==> src/rtl/writeback_queue.sv <==
// writeback_queue
//   Small in-order queue of pending register-file writes. Upstream pushes
//   (addr, data) pairs; the queue drains the oldest entry to the register-file
//   write port whenever it is non-empty and not held. Pending entries are
//   searched combinationally so two read ports can pick up values that have
//   not reached the register file yet.
//
// Handshake: a request transfers on a rising edge where in_valid && in_ready.
//   in_ready depends only on occupancy (and reset), never on a same-cycle pop.
//   The drain side has no ready: wr_ena high at an edge always removes the head.
//
// Ports
//   clk, rst              clock, synchronous active-high reset
//   in_valid/in_ready     upstream request handshake
//   in_addr, in_data      destination register index / value
//   wr_hold               stalls the drain while high
//   wr_ena/addr/data      register-file write port (oldest entry)
//   rd_addr0/1            read addresses looked up in the queue
//   byp_hit0/1, byp_data0/1  bypass results (youngest matching entry)
//   count                 number of valid entries
module writeback_queue #(
  parameter int N     = 32,
  parameter int DEPTH = 4
) (
  input  logic                       clk,
  input  logic                       rst,
  input  logic                       in_valid,
  output logic                       in_ready,
  input  logic [4:0]                 in_addr,
  input  logic [N-1:0]               in_data,
  input  logic                       wr_hold,
  output logic                       wr_ena,
  output logic [4:0]                 wr_addr,
  output logic [N-1:0]               wr_data,
  input  logic [4:0]                 rd_addr0,
  input  logic [4:0]                 rd_addr1,
  output logic                       byp_hit0,
  output logic                       byp_hit1,
  output logic [N-1:0]               byp_data0,
  output logic [N-1:0]               byp_data1,
  output logic [$clog2(DEPTH):0]     count
);

  localparam int PW = $clog2(DEPTH);
  localparam int CW = PW + 1;

  logic [4:0]    addr_q [DEPTH];
  logic [N-1:0]  data_q [DEPTH];

  logic [PW-1:0] rd_ptr_q, rd_ptr_d;
  logic [PW-1:0] wr_ptr_q, wr_ptr_d;
  logic [CW-1:0] count_q, count_d;

  logic not_empty;
  logic push;
  logic pop;

  assign not_empty = (count_q != '0);
  assign in_ready  = (count_q < CW'(DEPTH)) && !rst;
  assign wr_ena    = not_empty && !wr_hold && !rst;

  // Writes to x0 complete the handshake but are never stored.
  assign push = in_valid && in_ready && (in_addr != 5'd0);
  assign pop  = wr_ena;

  assign wr_addr = not_empty ? addr_q[rd_ptr_q] : 5'd0;
  assign wr_data = not_empty ? data_q[rd_ptr_q] : '0;
  assign count   = count_q;

  always_comb begin
    rd_ptr_d = rd_ptr_q;
    wr_ptr_d = wr_ptr_q;
    count_d  = count_q;
    if (push) wr_ptr_d = wr_ptr_q + PW'(1);
    if (pop)  rd_ptr_d = rd_ptr_q + PW'(1);
    case ({push, pop})
      2'b10:   count_d = count_q + CW'(1);
      2'b01:   count_d = count_q - CW'(1);
      default: count_d = count_q;
    endcase
  end

  always_ff @(posedge clk) begin
    if (rst) begin
      rd_ptr_q <= '0;
      wr_ptr_q <= '0;
      count_q  <= '0;
    end else begin
      rd_ptr_q <= rd_ptr_d;
      wr_ptr_q <= wr_ptr_d;
      count_q  <= count_d;
    end
  end

  // Entry storage needs no reset: validity comes from the pointers and count.
  always_ff @(posedge clk) begin
    if (push) begin
      addr_q[wr_ptr_q] <= in_addr;
      data_q[wr_ptr_q] <= in_data;
    end
  end

  // Bypass search walks entries oldest to youngest so the last match wins,
  // giving the youngest value. Only stored entries are searched; the head
  // that is being written this cycle still counts as pending.
  logic [PW-1:0] byp_idx;

  always_comb begin
    byp_idx   = '0;
    byp_hit0  = 1'b0;
    byp_hit1  = 1'b0;
    byp_data0 = '0;
    byp_data1 = '0;
    for (int i = 0; i < DEPTH; i++) begin
      byp_idx = rd_ptr_q + PW'(i);
      if (CW'(i) < count_q) begin
        if ((rd_addr0 != 5'd0) && (addr_q[byp_idx] == rd_addr0)) begin
          byp_hit0  = 1'b1;
          byp_data0 = data_q[byp_idx];
        end
        if ((rd_addr1 != 5'd0) && (addr_q[byp_idx] == rd_addr1)) begin
          byp_hit1  = 1'b1;
          byp_data1 = data_q[byp_idx];
        end
      end
    end
    if (rst) begin
      byp_hit0  = 1'b0;
      byp_hit1  = 1'b0;
      byp_data0 = '0;
      byp_data1 = '0;
    end
  end

endmodule
==> config.mk <==
export PLATFORM = sky130hd
export DESIGN_NAME = writeback_queue
export DESIGN_NICKNAME = d
export VERILOG_FILES = /design/src/rtl/writeback_queue.sv
export SDC_FILE = /design/constraint.sdc
export NUM_CORES = 1
export LEC_CHECK = 0
export ABC_AREA = 1
export BUFFER_PORTS_ARGS = -buffer_cell sky130_fd_sc_hd__buf_2
export CORE_ASPECT_RATIO = 0.9
export CORE_MARGIN = 1
export CORE_UTILIZATION = 40
export CTS_CLUSTER_DIAMETER = 120
export DETAILED_ROUTE_END_ITERATION = 10
export GPL_TIMING_DRIVEN = 1
export PLACE_DENSITY_LB_ADDON = 0.12
export SYNTH_ARGS = -nofsm -noshare
export SYNTH_HDL_FRONTEND = slang
export SYNTH_SLANG_ARGS = --single-unit
export TNS_END_PERCENT = 50
==> constraint.sdc <==
create_clock -name clk -period 4 [get_ports clk]
set_clock_uncertainty 0.05 [all_clocks]
set_input_delay 1 -clock clk [delete_from_list [all_inputs] [get_ports clk]]
set_output_delay 1 -clock clk [all_outputs]
set_load 0.1 [all_outputs]
* Word-level counts from Yosys, hierarchy flattened *
Memory sizes are Yosys's and may differ from the RTL's. A register that Yosys moved wholly into a read port is not among the register bits.
Index checks and enable logic that the tools add are counted.

operators by class
  add/subtract/negate cells = 6
  magnitude comparators = 5
  equality and inequality tests = 10
  multiplexer cells = 45
  reduce and logical (&&, ||, !) cells = 20

operator list
  kind                 number
  $mux 32              19
  $eq 5x5->1           8
  $mux 1               20
  $reduce_bool 5->1    3
  $logic_and 1x1->1    13
  $mux 2               4
  $lt 1x3->1 const A   2
  $lt 2x3->1 const A   2
  $pmux 3 s2           1
  $mux 5               1
  $add 2x1->2 const B  2
  $add 2x2->2 const B  2
  $add 3x1->3 const B  1
  $lt 3x3->1 const B   1
  $reduce_bool 3->1    1
  $sub 3x1->3 const B  1
  $eq 2x1->1 const B   1
  $eq 2x2->1 const B   1
  $logic_not 1->1      2
  $reduce_bool 2->1    1

word-level totals
  register bits = 7
  memory bits (writable) = 148
  input bits = 51
  word-level logic and storage cells = 91
  memories kept = 2

memories
  memory  depth  bits a word  read ports  clocked after Yosys merged registers in  write ports  line  RTL
  data_q  4      32           4           1                                        1            48    logic [N-1:0] data_q [DEPTH];
  addr_q  4      5            4           1                                        1            47    logic [4:0] addr_q [DEPTH];

* Logic depth before layout (Yosys ltp) *
Gate-level depths: netlist (run 1).

  depth after elaboration = 11
  depth in mapped cells = 17
  depth with buffers taken out = 14

* Least setup slack after synthesis (run 1) *
OpenSTA, ideal clock, no wires.

  path kind = input-to-reg
  from = input port rst
  to = memory addr_q[0][0], enable pin
  arrival time = 4.652 ns
  slack = -1.133 ns
  stages on the path = 4
  path through = clkbuf_1 > nor2_1 > nand3_1 > nor2_1

on the way
  longest elaborated chain between the ends = 6

ends and longest elaborated chain
  element                         line  RTL
  from (decl)                     26    input logic rst,
  $logic_not 1->1                 59    assign in_ready = (count_q < CW'(DEPTH)) && !rst;
  $logic_and 1x1->1               59
  net in_ready                    28    output logic in_ready,
  $logic_and 1x1->1 (2 in a row)  63    assign push = in_valid && in_ready && (in_addr != 5'd0);
  $mux 1                          97    if (push) begin
  $mux 1 (not written as such)    98    addr_q[wr_ptr_q] <= in_addr;
  to (decl)                       47

The timed path passes the listed nets, and every way through them passes these cells.

* Worst setup path after layout (run 1) *
  from = register rd_ptr_q[0]
  to = output port byp_data0[28]

on the way
  longest elaborated chain between the ends = 11
  elaborated cells between the ends (all ways) = 18

ends and longest elaborated chain
  element                 line  RTL
  from (decl)             50    logic [PW-1:0] rd_ptr_q, rd_ptr_d;
  from (signal assigned)  89    rd_ptr_q <= rd_ptr_d;
  $add 2x1->2             115   byp_idx = rd_ptr_q + PW'(i);
  $mem_v2 4x5             --
  $eq 5x5->1              117   if ((rd_addr0 != 5'd0) && (addr_q[byp_idx] == rd_addr0)) begin
  $logic_and 1x1->1       117
  $mux 32                 117
  $mux 32                 116   if (CW'(i) < count_q) begin
  $mux 32                 117
  $mux 32                 116
  $mux 32                 117
  $mux 32 (*)             116
  $mux 32 (*)             127   if (rst) begin
  to (decl)               39    output logic [N-1:0] byp_data0,

Every way passes the cells marked *; elsewhere a longest branch is shown, timed or not.

==> results.md, run 1 <==
* Standard cell core area at 0.03010 sq mm
* Starting utilization of the core area at 41.06%
* R2r worst-path depth at 10
* Hold-fix buffers, CTS at 0
* Combined flip-flop and latch cell area at 0.004638 sq mm
* Non-filler instance count after layout at 2488
* Count of clock tree sinks at 157
* Die Outline Area at 0.03161 sq mm
* Max-cap check violation count at 0
* Setup repair after global routing missed its margin: true
* WL/cell at 18.56 um
* Minimum clock period after layout at 3969 ps
* Via count of the routed design at 13540
* Final worst-path cycle share at 99.22%
* Number of remaining DRC errors at 0
* Worst Hold Class: register to register
* H-tree depth reported by CTS at 4
* Fin. Hold Viols at 0
* Post-detailed-routing wire length at 46180 um
* Number of nets with antenna violations after detailed routing at 0
* Combined area of the multi-input logic cells at 0.007263 sq mm
* Worst hold endpoint: wr_ptr_q[1]$_SDFFE_PP0P_
* Number of enable-type register cells in the synthesized netlist at 148
* Nets at 2129
* Wire length of the first global-routing pass at 67410 um
* Gpl congestion at 0.9297
* Post-route core utilization at 55.11%
* Synth Instances at 1944
* Total of endpoints with negative setup slack in the final report at 0
* Synthesis-stage register bit count at 157
* Syn-to-layout area delta at 34.21%
* Kind of launch point of the worst setup path: register
* Filler cell count at 2854
* Count of unique library cells instantiated by Yosys at 26
* Horizontal die dimension at 187.3 um
* Synthesized Nets at 2004
* Reg-to-reg critical path endpoint: count[2]$_SDFFE_PP0P_
* Reported leakage power at 6.865 nW
* Post-synthesis sequential area ratio at 37.41%
* Tightest slew margin relative to the limit at 44.18%
* Dominant register cell in the synthesized netlist: edfxtp_1
* Number of detailed-route iterations in the first pass at 5
* Worst IR Drop VDD at 0.3023 mV
* Standard-cell rows at 60
* Startpoint of the most critical register-to-register path: count[0]$_SDFFE_PP0P_
* Total power density per cell area at 404.7 mW/mm^2
* Result of the run: completed
* Critical path cell sequence: buf_6 -> nor2_4 -> nand2_1 -> nand4_1 -> buf_4 -> nor2_1 -> nor2_2 -> nand2_2 -> nor2_4 -> buf_12 -> nor2_1 -> nand2_1 -> nand2_1 -> a21oi_2 -> buf_12
* Yosys warns at 0
* Share of flip-flops with an asynchronous set or reset after synthesis at 0%
* Clk Latency, worst-skew pair at 440 ps
* Total routing usage reported by global routing at 27.73%
* Worst Max-Slew Pin Slew at 836.4 ps
* Maximum buffer depth of the clock tree at 2
* Cell with the most instances on the worst path: nand2_1
* Half-perimeter wire length after placement at 28260 um
* Register-to-register setup slack at 1430 ps
* Hold Startpoint: wr_ptr_q[1]$_SDFFE_PP0P_
* Num CTS Buffers at 17
* Height of the die at 168.8 um
* Upper clock frequency limit at 0.2520 GHz
* Cells taking the most area after synthesis: edfxtp_1 (36%), nand2_1 (18%), nor2_1 (12%), inv_1 (6.0%), o21ai_0 (5.6%)
* List of most frequent post-synthesis cells: nand2_1 (606), nor2_1 (401), inv_1 (198)
* Library cell occupying the most area in the post-synthesis netlist: edfxtp_1
* Endpoint type of the worst setup path: output port
* Final TNS setup at 0 ps
* Fraction of final layout cells with drive strength greater than 1 at 18.68%
* Drt via density at 5.443
* Crit-path max FO at 16
* Required time at the endpoint of the critical path at 2950 ps
* Signal arrival time at the worst endpoint at 2920 ps
* Top-level I/O count at 159
* Clock tree from TritonCTS: built
* Number of cells in the design after placement at 2435
* Delay of the slowest cell on the worst path at 400 ps
* Slowest-stage cell, CP: dfxtp_4
* Max Slew Vio Count at 0
* Overflow after GRT at 0
* Vias in the first global route at 12140
* Area of the mapped netlist at 0.01236 sq mm
* Number of I/O port buffers at 158
* Antenna violations before repair at 3
* Synthesized area per cell at 6.358 sq um
* Count of cells along the worst hold path at 2
* 1st-iter DRT viols at 1362
* Root Driver: clkbuf_16
* Critical path start-end classification: register to output port
* Maximum number of pins on one net before global-route repair at 79
* Cell with the most instances after synthesis: nand2_1
* Clock slew at reported path FFs at 70 ps
* Area share of the largest cell type after synthesis at 35.96%
[logic make-up (layout without fill, tap and decap cells)]
family	after synthesis	in the layout	synth area share, %
xor gates and xnor gates	6	6	0.4251
and+or+nand+nor	1124	1124	35.44
other	0	3	0
adders and majority gates	9	9	0.9110
DFF	157	157	37.41
buffers and inverters	327	465	10.53
AOI/OAI and AO/OA	321	321	15.28
[where the power goes]
group	internal, mW	switching (mW)
registers	1.85	0.0450
clock network	0.920	0.716
logic	0.757	2.42
total	3.53	3.18
[placed cells by master (no fill, tap or decap), drive strengths merged]
cell      Yosys  final
buf          69    224
nand2       608    608
xor2          6      6
edfxtp      148    148
ha            9      9
a21oi        80     80
o21a          1      1
nor3          2      2
a32oi        32     32
diode         0      3
inv         201    204
a221oi       32     32
nand3b        1      1
nor2        404    404
clkinv        0      4
clkbuf       57     27
bufinv        0      2
dfxtp         9      9
clkinvlp      0      4
o22ai        32     32
nand3       105    105
nand4         3      3
o21ai       144    144
nor3b         1      1
[metrics by stage]
stage          worst slack, ps  hold slack, ps  area, sq um  power, mW
3_5_place_dp             80.90           480.5        15410      4.963
4_1_cts                  1.159           489.4        16020      6.609
5_1_grt                 -92.25           518.5        16580      7.020
6_report                 31.21           487.1        16590      6.714
2_1_floorplan           -304.2           440.4        12950      4.183
3_3_place_gp             69.46           459.9        15410      4.946
[final cells by class]
cell class / count / area share, %
Clock buffer: 19 / 2.610
Antenna cell: 3 / 0.04525
Multi-Input combinational cell: 1460 / 43.78
Inverter: 201 / 4.608
Sequential cell: 157 / 27.96
Clock inverter: 13 / 0.8372
Timing Repair Buffer: 232 / 17.12
Tap cell: 403 / 3.039
[sequential cells by signal, summed over array words and instances, names as in the netlist, named ones only]
| register | flops |
|---|---|
| addr_q | 20 |
| count | 3 |
| data_q | 128 |
| rd_ptr_q | 2 |
| wr_ptr_q | 2 |
[routing by layer]
metal	GRT usage, %	up-vias	part of all wire, %
met5	0	-	0.056
met4	10.98	4	2.6
met2	44.40	617	45
li1	-	6551	-
met1	37.30	6284	44
met3	4.727	86	7.9
[worst max path at each step]
stage                                         from             to  slack, ps  cells after the start
final                     rd_ptr_q[0]$_SDFFE_PP0P_  byp_data0[28]         30                     15
after global routing      rd_ptr_q[0]$_SDFFE_PP0P_  byp_data0[30]        -90                     15
after CTS                                 register   byp_data0[2]          1                     15
after detailed placement               rd_addr0[3]   byp_data0[2]         80                     14
after global placement                 rd_addr1[0]  byp_data1[31]         70                     16
after floorplan              count[0]$_SDFFE_PP0P_    wr_data[10]       -300                      7
[worst max-delay path, delay by kind of cell, from the launching register on]
| family | cells | cell delay, ps |
|---|---|---|
| AOI/OAI and AO/OA | 1 | 210 |
| buffers and inverters | 4 | 700 |
| DFF | 1 | 400 |
| and+or+nand+nor | 10 | 1140 |
[repair_timing]
item	CTS	global route
endpoints found under the setup margin	66	66
pin swaps	0	17
setup buffers	3	5
resized for setup	4	75
cloned	0	10
No activity file was read; power rests on OpenSTA's default activity.
==> run 2, diff against run 1 <==
SETUP_SLACK_MARGIN = 0.4   (was default)
==> run 2 against run 1 <==
  * Clock-buffer cell count down 2
  * Global-route usage increased by 0.78 points
  * Non-clock buffer count grew 28
  * Critical endpoint is now byp_data1[31]
  * Largest cell class unchanged
  * First-iteration DRC count up 11%
==> results.md, run 2 (synthesis gave the netlist of run 1 again) <==
* Combined area of the multi-input logic cells at 0.007916 sq mm (+9.0%)
* Top-level I/O count at 159 (unchanged)
* Standard-cell rows at 60 (unchanged)
* Reg with most FFs: data_q
* Clock tree from TritonCTS: built
* Antenna violations before repair at 1 (-2)
* Combined flip-flop and latch cell area at 0.004643 sq mm (+0.11%)
* Gpl congestion at 0.9026 (-2.9%)
* Net Sw Frac at 47.59% (+0.16 points)
* Number of I/O port buffers at 158 (unchanged)
* Number of detailed-route iterations in the first pass at 6 (+1)
* Minimum clock period after layout at 3946 ps (-22.66 ps)
* Kind of launch point of the worst setup path: register
* Clk Latency, worst-skew pair at 440 ps (about the same)
* Critical path start-end classification: register to output port
* Post-detailed-routing wire length at 48260 um (+4.5%)
* Placed cell areas at 0.01586 sq mm (+2.9%)
* Internal power at 3.769 mW (+6.8%)
* Worst Hold Class: register to register
* Clock share of power at 24.6% (+0.2 points)
* Syn-to-layout area delta at 44.36%
* Maximum buffer depth of the clock tree at 2 (unchanged)
* Max-cap check violation count at 0 (unchanged)
* Starting utilization of the core area at 41.06% (unchanged)
* Required time at the endpoint of the critical path at 2950 ps (about the same)
* Register-to-register setup slack at 1560 ps (+130 ps)
* Wire length of the first global-routing pass at 69610 um (+3.3%)
* Final TNS setup at 0 ps (unchanged)
* Setup repair after global routing missed its margin: true
* Half-perimeter wire length after placement at 28810 um (+1.9%)
* Reported leakage power at 7.241 nW (+5.5%)
* Worst setup slack after layout at 53.88 ps (+22.66 ps)
* Crit-path max FO at 7 (-9)
* Termination of the worst setup path: byp_data1[31]
* Root Driver: clkbuf_16
* Standard cell core area at 0.03010 sq mm (unchanged)
* Height of the die at 168.8 um (unchanged)
* DP Worst Slack at 85.61 ps (+4.707 ps)
* Hold-fix buffers, CTS at 0 (unchanged)
* Sequential group share of total power at 26.4% (-1.8 points)
* Via count of the routed design at 13980 (+3.2%)
* WL/cell at 19.20 um (+3.4%)
* Upper clock frequency limit at 0.2534 GHz (+0.57%)
* Number of remaining DRC errors at 0 (unchanged)
* Number of nets with antenna violations after detailed routing at 0 (unchanged)
* Count of clock tree sinks at 157 (unchanged)
* Nets at 2157 (+1.3%)
* Final instance area at 0.01784 sq mm (+7.6%)
* Total of endpoints with negative setup slack in the final report at 0 (unchanged)
* Fraction of final layout cells with drive strength greater than 1 at 25.55% (+6.9 points)
* Startpoint of the most critical register-to-register path: count[0]$_SDFFE_PP0P_
* Most common library cell in the layout ignoring fill and taps: nand2_1
* Worst IR Drop VDD at 0.3664 mV (+21%)
* Filler cell count at 2659 (-6.8%)
* Clock slew at reported path FFs at 70 ps (about the same)
* Count of cells along the worst hold path at 2 (unchanged)
* R2r worst-path depth at 11 (+1)
* Worst Max-Slew Pin Slew at 768.9 ps (-67.45 ps)
* Part of the power in combinational logic at 48.9% (+1.5 points)
* Endpoint type of the worst setup path: output port
* Top library cells by usage in the layout, fill and taps aside: nand2_1 (540), nor2_1 (323), inv_1 (189)
* Net switching power figure at 3.423 mW (+7.5%)
* Tightest slew margin relative to the limit at 48.74% (+4.6 points)
* Total power density per cell area at 403.0 mW/mm^2 (-0.41%)
* Reg-to-reg critical path endpoint: count[2]$_SDFFE_PP0P_
* Number of flip-flops under the largest register name at 128 (unchanged)
* Maximum number of pins on one net before global-route repair at 98 (+24%)
* Num CTS Buffers at 17 (unchanged)
* CP startpoint: rd_ptr_q[0]$_SDFFE_PP0P_
* 1st-iter DRT viols at 1512 (+11%)
* Total routing usage reported by global routing at 28.51% (+0.78 points)
* Final worst-path cycle share at 98.65% (-0.57 points)
* Drt via density at 5.559 (+2.1%)
* Vias in the first global route at 12510 (+3.0%)
* Result of the run: completed
* Die Outline Area at 0.03161 sq mm (unchanged)
* Horizontal die dimension at 187.3 um (unchanged)
* H-tree depth reported by CTS at 4 (unchanged)
* Fin. Hold Viols at 0 (unchanged)
* Max Slew Vio Count at 0 (unchanged)
* Overflow after GRT at 0 (unchanged)
* Signal arrival time at the worst endpoint at 2900 ps (-20 ps)
run 2: how the worst min path moves through the flow:
| stage | start | slack, ps | to |
|---|---|---|---|
| floorplan | wr_ptr_q[1]$_SDFFE_PP0P_ | 440 | wr_ptr_q[1]$_SDFFE_PP0P_ |
| global placement | wr_ptr_q[1]$_SDFFE_PP0P_ | 460 | wr_ptr_q[1]$_SDFFE_PP0P_ |
| detailed placement | wr_ptr_q[1]$_SDFFE_PP0P_ | 470 | wr_ptr_q[1]$_SDFFE_PP0P_ |
| CTS | wr_ptr_q[1]$_SDFFE_PP0P_ | 480 | wr_ptr_q[1]$_SDFFE_PP0P_ |
| global route | wr_ptr_q[1]$_SDFFE_PP0P_ | 530 | wr_ptr_q[1]$_SDFFE_PP0P_ |
| finish | wr_ptr_q[1]$_SDFFE_PP0P_ | 480 | wr_ptr_q[1]$_SDFFE_PP0P_ |
run 2: per-stage QoR:
stage	power [mW]	utilization, %	hold slack [ps]	cells
CTS	7.004	56.28	481.7	2483
global route	7.499	59.27	534.0	2514
detailed placement	5.146	52.67	470.7	2432
global placement	5.125	52.67	462.4	2432
floorplan	4.353	-	441.0	1944
finish	7.192	59.27	484.3	2514
run 2: what timing repair did:
item                       CTS  global route
pin swaps                   15            50
setup buffers               14            13
resized for setup           63           115
setup endpoints to repair   66            67
gates cloned                 5            17
run 2: power by group through the flow:
stage | Combinational, mW | Sequential (mW) | Clock (mW)
finish | 3.52 | 1.90 | 1.77
global route | 3.74 | 1.91 | 1.86
CTS | 3.32 | 1.90 | 1.79
detailed placement | 3.22 | 1.93 | 0
global placement | 3.20 | 1.93 | 0
floorplan | 2.41 | 1.94 | 0
run 2: routing by layer:
metal,global-route usage (%),vias to the layer above,share of wire (%),wire length (um)
li1,-,6616,-,-
met1,38.33,6543,42,20250
met3,4.603,90,9.2,4455
met5,0,-,0,0
met2,46.74,726,46,22230
met4,9.408,0,2.7,1316
run 2: layout make-up:
class	count	area share [%]
diodes	1	0.01402
clock buffers	17	2.384
clock inverters	15	1.115
inverters	201	4.390
multi-input cells	1460	44.37
flip-flops and latches	157	26.02
well taps	403	2.826
repair buffers	260	18.88
run 2: critical path, stage by stage (launching register included):
cell	delay (ps)
dfxtp_4	400
buf_6	140
clkbuf_16	150
nand2_1	80
nand2_2	70
nand2_2	90
nand2_1	70
nand2_1	60
nand2_1	70
nor2_2	180
nand3_4	210
buf_12	210
nor2_1	120
nor2_1	70
nand2_1	70
nand2_2	60
a21oi_4	210
buf_12	200
